===== config.mk =====
export PLATFORM = sky130hd
export DESIGN_NAME = mem_arbiter
export DESIGN_NICKNAME = d
export VERILOG_FILES = /design/src/rtl/mem_arbiter.sv
export SDC_FILE = /design/constraint.sdc
export NUM_CORES = 1
export LEC_CHECK = 0
export ABC_AREA = 1
export ABC_CLOCK_PERIOD_IN_PS = 1800
export BUFFER_PORTS_ARGS = -buffer_cell sky130_fd_sc_hd__buf_2
export CAP_MARGIN = 10
export CORE_AREA = 2 2 120 122
export CTS_CLUSTER_SIZE = 24
export DETAILED_ROUTE_END_ITERATION = 12
export DIE_AREA = 0 0 122 124
export MAX_ROUTING_LAYER = met4
export PLACE_DENSITY_LB_ADDON = 0.3
export SLEW_MARGIN = 15
export SYNTH_ARGS = -nofsm -noshare
export SYNTH_HDL_FRONTEND = slang
export SYNTH_SLANG_ARGS = --single-unit
export TNS_END_PERCENT = 50

===== constraint.sdc =====
create_clock -name i_clk -period 1.8 [get_ports i_clk]
set_input_delay 0.36 -clock i_clk [delete_from_list [all_inputs] [get_ports i_clk]]
set_output_delay 0.36 -clock i_clk [all_outputs]
set_load 0.1 [all_outputs]

===== src/rtl/mem_arbiter.sv =====
// mem_arbiter: shares one word-granular memory port between the icache and
// the dcache. Round-robin arbitration; a grant is held for a whole
// transaction (a BURST-word line fill or a single write-through word).
//
// Ports:
//   i_clk, i_rst_n              clock, asynchronous active-low reset
//   i_ic_mem_* / o_ic_mem_*     icache memory-side interface
//   i_dc_mem_* / o_dc_mem_*     dcache memory-side interface
//   o_mem_* / i_mem_*           external memory port
//   o_owner                     00 none, 01 icache, 10 dcache
//   o_arb_busy                  a transaction is in progress
module mem_arbiter #(
    parameter int BURST = 4,
    parameter int CW    = 3
) (
    input  logic        i_clk,
    input  logic        i_rst_n,
    input  logic [31:0] i_ic_mem_addr,
    input  logic        i_ic_mem_ren,
    input  logic        i_ic_mem_wen,
    input  logic [31:0] i_ic_mem_wdata,
    output logic        o_ic_mem_ready,
    output logic [31:0] o_ic_mem_rdata,
    output logic        o_ic_mem_valid,
    input  logic [31:0] i_dc_mem_addr,
    input  logic        i_dc_mem_ren,
    input  logic        i_dc_mem_wen,
    input  logic [31:0] i_dc_mem_wdata,
    output logic        o_dc_mem_ready,
    output logic [31:0] o_dc_mem_rdata,
    output logic        o_dc_mem_valid,
    output logic [31:0] o_mem_addr,
    output logic        o_mem_ren,
    output logic        o_mem_wen,
    output logic [31:0] o_mem_wdata,
    input  logic        i_mem_ready,
    input  logic [31:0] i_mem_rdata,
    input  logic        i_mem_valid,
    output logic [1:0]  o_owner,
    output logic        o_arb_busy
);

    typedef enum logic [1:0] {IDLE, READ, WRITE} state_t;

    localparam logic [1:0]    OWN_NONE = 2'b00;
    localparam logic [1:0]    OWN_IC   = 2'b01;
    localparam logic [1:0]    OWN_DC   = 2'b10;
    localparam logic [CW-1:0] BURST_C  = CW'(BURST);
    localparam logic [CW-1:0] LAST_C   = CW'(BURST - 1);

    state_t        state, state_nxt;
    logic [1:0]    owner, owner_nxt;
    logic [1:0]    last_owner, last_nxt;
    logic [CW-1:0] icnt, icnt_nxt;
    logic [CW-1:0] rcnt, rcnt_nxt;

    // Owner-side request mux; only meaningful outside IDLE.
    logic        sel_dc;
    logic [31:0] sel_addr, sel_wdata;
    logic        sel_ren, sel_wen;

    assign sel_dc    = (owner == OWN_DC);
    assign sel_addr  = sel_dc ? i_dc_mem_addr  : i_ic_mem_addr;
    assign sel_wdata = sel_dc ? i_dc_mem_wdata : i_ic_mem_wdata;
    assign sel_ren   = sel_dc ? i_dc_mem_ren   : i_ic_mem_ren;
    assign sel_wen   = sel_dc ? i_dc_mem_wen   : i_ic_mem_wen;

    logic ic_req, dc_req;
    assign ic_req = i_ic_mem_ren | i_ic_mem_wen;
    assign dc_req = i_dc_mem_ren | i_dc_mem_wen;

    logic [1:0] win;
    logic       win_wen;
    logic       room;
    logic       own_ready, own_valid;

    always_comb begin
        state_nxt   = state;
        owner_nxt   = owner;
        last_nxt    = last_owner;
        icnt_nxt    = icnt;
        rcnt_nxt    = rcnt;
        win         = OWN_NONE;
        win_wen     = 1'b0;
        room        = 1'b0;
        own_ready   = 1'b0;
        own_valid   = 1'b0;
        o_mem_addr  = 32'h0;
        o_mem_ren   = 1'b0;
        o_mem_wen   = 1'b0;
        o_mem_wdata = 32'h0;

        case (state)
            IDLE: begin
                if (ic_req || dc_req) begin
                    // On a tie the master that did not own the port last wins.
                    if (ic_req && dc_req)
                        win = (last_owner == OWN_IC) ? OWN_DC : OWN_IC;
                    else
                        win = ic_req ? OWN_IC : OWN_DC;
                    // wen outranks ren if a master raises both.
                    win_wen   = (win == OWN_DC) ? i_dc_mem_wen : i_ic_mem_wen;
                    state_nxt = win_wen ? WRITE : READ;
                    owner_nxt = win;
                    last_nxt  = win;
                    icnt_nxt  = '0;
                    rcnt_nxt  = '0;
                end
            end
            READ: begin
                // Once BURST reads are issued the owner's ren is no longer forwarded.
                room        = (icnt < BURST_C);
                o_mem_addr  = sel_addr;
                o_mem_wdata = sel_wdata;
                o_mem_ren   = sel_ren && room;
                own_ready   = i_mem_ready && room;
                if (own_ready && sel_ren)
                    icnt_nxt = icnt + CW'(1);
                if (i_mem_valid) begin
                    own_valid = 1'b1;
                    rcnt_nxt  = rcnt + CW'(1);
                    if (rcnt == LAST_C) begin
                        state_nxt = IDLE;
                        owner_nxt = OWN_NONE;
                    end
                end
            end
            WRITE: begin
                o_mem_addr  = sel_addr;
                o_mem_wdata = sel_wdata;
                o_mem_wen   = sel_wen;
                own_ready   = i_mem_ready;
                if (own_ready && sel_wen) begin
                    state_nxt = IDLE;
                    owner_nxt = OWN_NONE;
                end
            end
            default: begin
                state_nxt = IDLE;
                owner_nxt = OWN_NONE;
            end
        endcase

        o_ic_mem_ready = own_ready && (owner == OWN_IC);
        o_dc_mem_ready = own_ready && (owner == OWN_DC);
        o_ic_mem_valid = own_valid && (owner == OWN_IC);
        o_dc_mem_valid = own_valid && (owner == OWN_DC);
    end

    always_ff @(posedge i_clk or negedge i_rst_n) begin
        if (!i_rst_n) begin
            state      <= IDLE;
            owner      <= OWN_NONE;
            last_owner <= OWN_DC;   // icache wins the first tie
            icnt       <= '0;
            rcnt       <= '0;
        end else begin
            state      <= state_nxt;
            owner      <= owner_nxt;
            last_owner <= last_nxt;
            icnt       <= icnt_nxt;
            rcnt       <= rcnt_nxt;
        end
    end

    assign o_ic_mem_rdata = i_mem_rdata;
    assign o_dc_mem_rdata = i_mem_rdata;
    assign o_owner        = owner;
    assign o_arb_busy     = (state != IDLE);

endmodule


==> metrics.txt, run 1 <==
Root Buffer Master=clkbuf_16; CP endpoint kind=primary output; Syn. warnings=0; DR pass1 iterations=5; Core Region=between 10000 and 15000 um2; final layout net count=726; clk_skew=around 2.8 ps; dpl hpwl=around 9.6 mm; post-synth top area cell=buf_4; syn_nets=566; CP Depth=7; GRT Total Usage=14.3%; std cell rows=43; setup violators final=68; worst path cell trace=inv_2 > ha_4 > buf_12 > clkbuf_16 > o21ai_1 > nor2_4 > buf_12; Post-Synth Simple-Gate Area=34.6%; worst endpoint required time=~1400 ps; worst slew pin tran=512 ps; largest family of logic cells by synthesized area=simple AND/OR/NAND/NOR gates; min cycle time layout=~2000 ps; Synth top area share=24.7%; CP Class=reg -> out; final hold violation count=11; area of the multi-input gates=1930 um2; post-synthesis compound-gate area fraction=18.1%; vias post-DR=just over 3k; register bit total from synthesis=12; chip width=122 um; CP max stage cell=dfrtp_1; post-DR wirelength/cell=15.8 um; antenna violations before repair=3; largest net degree at the start of global routing=38; Sink Count=12; Total Wirelength=around 12 mm; Most Frequent Cell on Critical Path=buf_12; top cells by area, synth=buf_4, nor2_1, dfrtp_1, o21ai_1, o21ai_0; TritonCTS clock tree=done; number of I/O port buffers=208; final instance area=between 5000 and 6000 um2; GRT overflow=0; number of max-cap violations=0; Distinct cells, synth=20; sequential-to-total area share from yosys stat=between 10 and 15%; CP max stage delay=between 300 and 400 ps; worst slew margin relative to its limit=66.1%; fmax=0.489 GHz; CP top delay family=buffers and inverters; vias in the first global route=approximately 3.1k; Max Slew Vio Count=0; failing checks=hold timing, setup timing; CP Max Fanout=8; cell count after synthesis=392; Hold/Removal Path Class=in -> async; num ports=about 300; routed vias/inst=4.21; H-tree Lvls=1; Post-Synth XOR/XNOR Area=0%; first-pass GRT wire length=16.5 mm; DIE HEIGHT=approximately 120 um; Starting Density=16.0%; 1st-iter DRT viols=108; Final TNS setup=-12050 ps; status=finished, violations left; Routed Antenna Nets=0; mux share of post-synthesis cell area=0%; area growth from synthesis to layout=133%; Buf/Inv on CP=4; R2R depth=10; syn_area_per_cell=5.58 um2; Tcrit/Tclk final=114%; area of the die=between 15000 and 20000 um2; post-synthesis adder-cell area fraction=under 10%; area of placed instances=4810 um2; layout cell share with drive strength beyond 1=between 60% and 70%; cts hold-fix bufs=0; startpoint types=register; fin worst setup slack=-247 ps; Syn Std Cell Area=2190 um2; gpl congestion=0.836; fill count=approximately 1.4k; CTS buffer count=3; crit path DAT=1690 ps; DRC viols=0; clock tree buffer depth=2; Clock transition at path regs=40 ps; Hold Slack=-5.72 ps; clock latency on the worst-skew pair=240 ps; RSZ-0062 raised after global routing=true; Reg area=~310 um2
==> cell usage after synthesis <==
library cell / number
inv_1: 14
inv_2: 3
dfstp_2: 1
nand2_1: 39
nor2_1: 138
o21a_1: 1
dfrtp_1: 11
ha_1: 6
o21ai_1: 40
nand4_1: 1
clkbuf_1: 8
buf_2: 5
nor3_1: 3
buf_4: 72
nand2_2: 2
a21o_1: 1
nand3_1: 8
or2_2: 3
a21oi_1: 2
o21ai_0: 34
==> stage by stage <==
step	worst slack, ps	cells	utilization (%)	hold slack (ps)
floorplan	-324	392	-	64.4
global placement	-36.0	721	35.1	253
detailed placement	-24.8	721	35.1	259
CTS	-239	729	36.5	6.66
global route	-301	734	37.2	18.5
finish	-247	734	37.2	-5.72
==> path summary, 6_finish.rpt <==
path,start,to,slack (ps)
worst max-delay path,state[1],o_mem_addr[17],-250
worst min-delay path,i_rst_n,last_owner[0],-6
worst max register to register,state[0],o_owner[0],260
worst min register to register,rcnt[2],rcnt[2],470
max in group asynchronous,i_rst_n,last_owner[1],1530
min in group i_clk,i_mem_valid,rcnt[1],440
==> logic make-up after synthesis <==
family,count (synthesis)
compound gates,78
fa+ha+maj,6
buf+inv,102
flops,12
simple gates,194
==> state kept, by name, indices dropped and copies added, names as in the netlist <==
name	cells
rcnt	3
o_owner	2
state	2
last_owner	2
icnt	3
==> layout by cell type (no fill, tap or decap), types with 3 or more instances in the layout <==
cell / n
nor2_1: 68
inv_1: 12
inv_2: 3
o21ai_1: 39
ha_1: 3
o21ai_0: 18
dfrtp_1: 9
or2_2: 3
nand3_1: 7
o21ai_2: 15
nor3_4: 3
nand2_1: 34
buf_12: 78
buf_2: 137
nor2_4: 68
clkbuf_16: 4
buf_4: 23
diode_2: 3
nand2_2: 4
==> routing by layer <==
layer / vias to the layer above / GRT usage (%) / wire, um
li1: 1502 / - / -
met1: 1443 / 16.5 / 4430
met2: 123 / 25.8 / 6140
met3: 24 / 2.70 / 796
met4: 0 / 3.45 / 197
met5: - / - / 0
==> cell type report <==
class | count | area share (%)
repair buffers | 240 | 48.4
well taps | 180 | 4.41
multi-input cells | 278 | 37.8
flip-flops and latches | 12 | 6.05
clock buffers | 4 | 1.74
diodes | 3 | 0.147
inverters | 17 | 1.40
==> worst register-to-register path, cell delays in order, from the launching register on <==
cell and delay, ps:
dfrtp_1 380, buf_4 150, ha_4 170, inv_4 60, buf_4 140, a21o_1 90, nand2_1 80, inv_1 70
nand2_1 130, nand2_1 100, o21ai_1 60
==> repair_timing <==
item	4_1_cts	5_1_grt
pin swaps	8	11
buffers inserted	3	1
gates resized for setup	22	15
endpoints found under the setup margin	69	69
cloned	1	1
Power of run 1 is not shown: default switching activity piles up to over one toggle a cycle in this logic, so the estimate is an artifact.
==> run 2: changes to the inputs <==
==> constraint.sdc (replaced) <==
create_clock -name i_clk -period 1.8 [get_ports i_clk]
set_input_delay 0.18 -clock i_clk [delete_from_list [all_inputs] [get_ports i_clk]]
set_output_delay 0.18 -clock i_clk [all_outputs]
set_load 0.1 [all_outputs]
==> metrics.txt, run 2 (synthesis results as in run 1) <==
status=finished, violations left; GRT Total Usage=15.2% (+0.83 points); clk_skew=1.58 ps (-1.25 ps); area of placed instances=5020 um2 (+4.3%); Placed Cells=706 (-2.1%); non-filler cells, final=730 (-0.54%); Clock transition at path regs=40 ps (about the same); Hold/Removal Path Class=in -> reg; Hold Slack=251 ps (+257 ps); CP Class=reg -> out; min cycle time layout=1850 ps (-197 ps); dpl hpwl=8.86 mm (-7.4%); first-pass GRT wire length=17.4 mm (+5.2%); # diodes=0 (-3); worst path cell trace=inv_2 > ha_4 > buf_12 > buf_12 > o21ai_4 > nor2_4 > buf_12; routed vias/inst=4.24 (+0.71%); TritonCTS clock tree=done; worst endpoint required time=1620 ps (+180 ps); CP endpoint kind=primary output; gpl congestion=0.881 (+5.3%); Buf/Inv on CP=4 (unchanged); GRT overflow=0 (unchanged); most frequent cells in the layout=buf_2, buf_12, nor2_1, nor2_4, nand2_1; Most Frequent Cell on Critical Path=buf_12; vias post-DR=3097 (+0.16%); failing checks=setup timing; std cell rows=43 (unchanged); Tcrit/Tclk final=103% (-11 points); Starting Density=16.0% (unchanged); num ports=305 (unchanged); number of max-cap violations=0 (unchanged); Max Slew Vio Count=0 (unchanged); DR pass1 iterations=4 (-1); fmax=0.541 GHz (+11%); layout cell share with drive strength beyond 1=69.6% (+5.0 points); Sink Count=12 (unchanged); CP max stage cell=dfrtp_1; area of the die=15100 um2 (unchanged); Total Wirelength=11.9 mm (+3.0%); CP top delay family=buffers and inverters; final layout net count=725 (-0.14%); area growth from synthesis to layout=155%; CTS buffer count=3 (unchanged); crit path DAT=1670 ps (-20 ps); final hold violation count=0 (-11); antenna violations before repair=0 (-3); RSZ-0062 raised after global routing=true; chip width=122 um (unchanged); final instance area=5570 um2 (+9.1%); CP max stage delay=350 ps (about the same); 1st-iter DRT viols=118 (+9.3%); number of I/O port buffers=208 (unchanged); Routed Antenna Nets=0 (unchanged); fin worst setup slack=-49.9 ps (+197 ps); DIE HEIGHT=124 um (unchanged); largest net degree at the start of global routing=28 (-26%); clock tree buffer depth=2 (unchanged); worst slew margin relative to its limit=67.7% (+1.5 points); clock latency on the worst-skew pair=240 ps (about the same); Largest regs=icnt: 3 flops, rcnt: 3 flops; setup violators final=50 (-26%); Core Region=13700 um2 (unchanged); CP Max Fanout=8 (unchanged); most common cell after layout, fill and taps aside=buf_2; Root Buffer Master=clkbuf_16; vias in the first global route=3244 (+6.3%); H-tree Lvls=1 (unchanged); worst slew pin tran=488 ps (-23.2 ps); Final TNS setup=-1160 ps (+10890 ps); DRC viols=0 (unchanged); post-DR wirelength/cell=16.3 um (+3.6%); startpoint types=register
run 2: worst paths after layout:
kind	start	endpoint	slack [ps]	cells past startpoint
setup / recovery	state[1]	o_mem_addr[8]	-50	7
hold / removal	i_mem_valid	rcnt[1]	250	3
setup reg to reg	o_owner[0]	o_owner[1]	320	9
hold reg to reg	rcnt[1]	rcnt[1]	480	2
max in group asynchronous	i_rst_n	last_owner[1]	1160	2
min in group asynchronous	i_rst_n	state[1]	350	2
run 2: what timing repair did:
item,CTS,global route
pin swaps,20,23
setup buffers,12,0
resized for setup,53,6
hold endpoints to repair,11,0
cloned,5,3
hold buffers,1,0
endpoints found under the setup margin,68,67
run 2: metal layers:
layer | GRT usage [%] | routed length [um] | vias to the layer above
met4 | 2.44 | 148 | 0
met1 | 17.7 | 4490 | 1422
met3 | 2.70 | 804 | 21
met2 | 27.7 | 6460 | 152
met5 | - | 0 | -
li1 | - | - | 1502
run 2: final cells by class:
cell class | instances | area, um2
Fill cell | 1342 | 8150
Multi-Input combinational cell | 278 | 2240
Inverter | 17 | 73.8
Tap cell | 180 | 225
Sequential cell | 12 | 309
Clock buffer | 4 | 88.8
Timing Repair Buffer | 239 | 2630
run 2: metrics by stage:
stage / util (%) / worst slack [ps]
3_5_place_dp: 36.6 / 0.508
4_1_cts: 39.9 / -57.8
6_report: 40.6 / -49.9
5_1_grt: 40.6 / -126
3_3_place_gp: 36.6 / 24.5
2_1_floorplan: - / -144
run 2: tightest hold or removal path, delay by kind of cell:
kind	cells	cell delay (ps)
AND/OR/NAND/NOR	2	150
buffers and inverters	1	130
Power of run 2 is left out for the same reason.
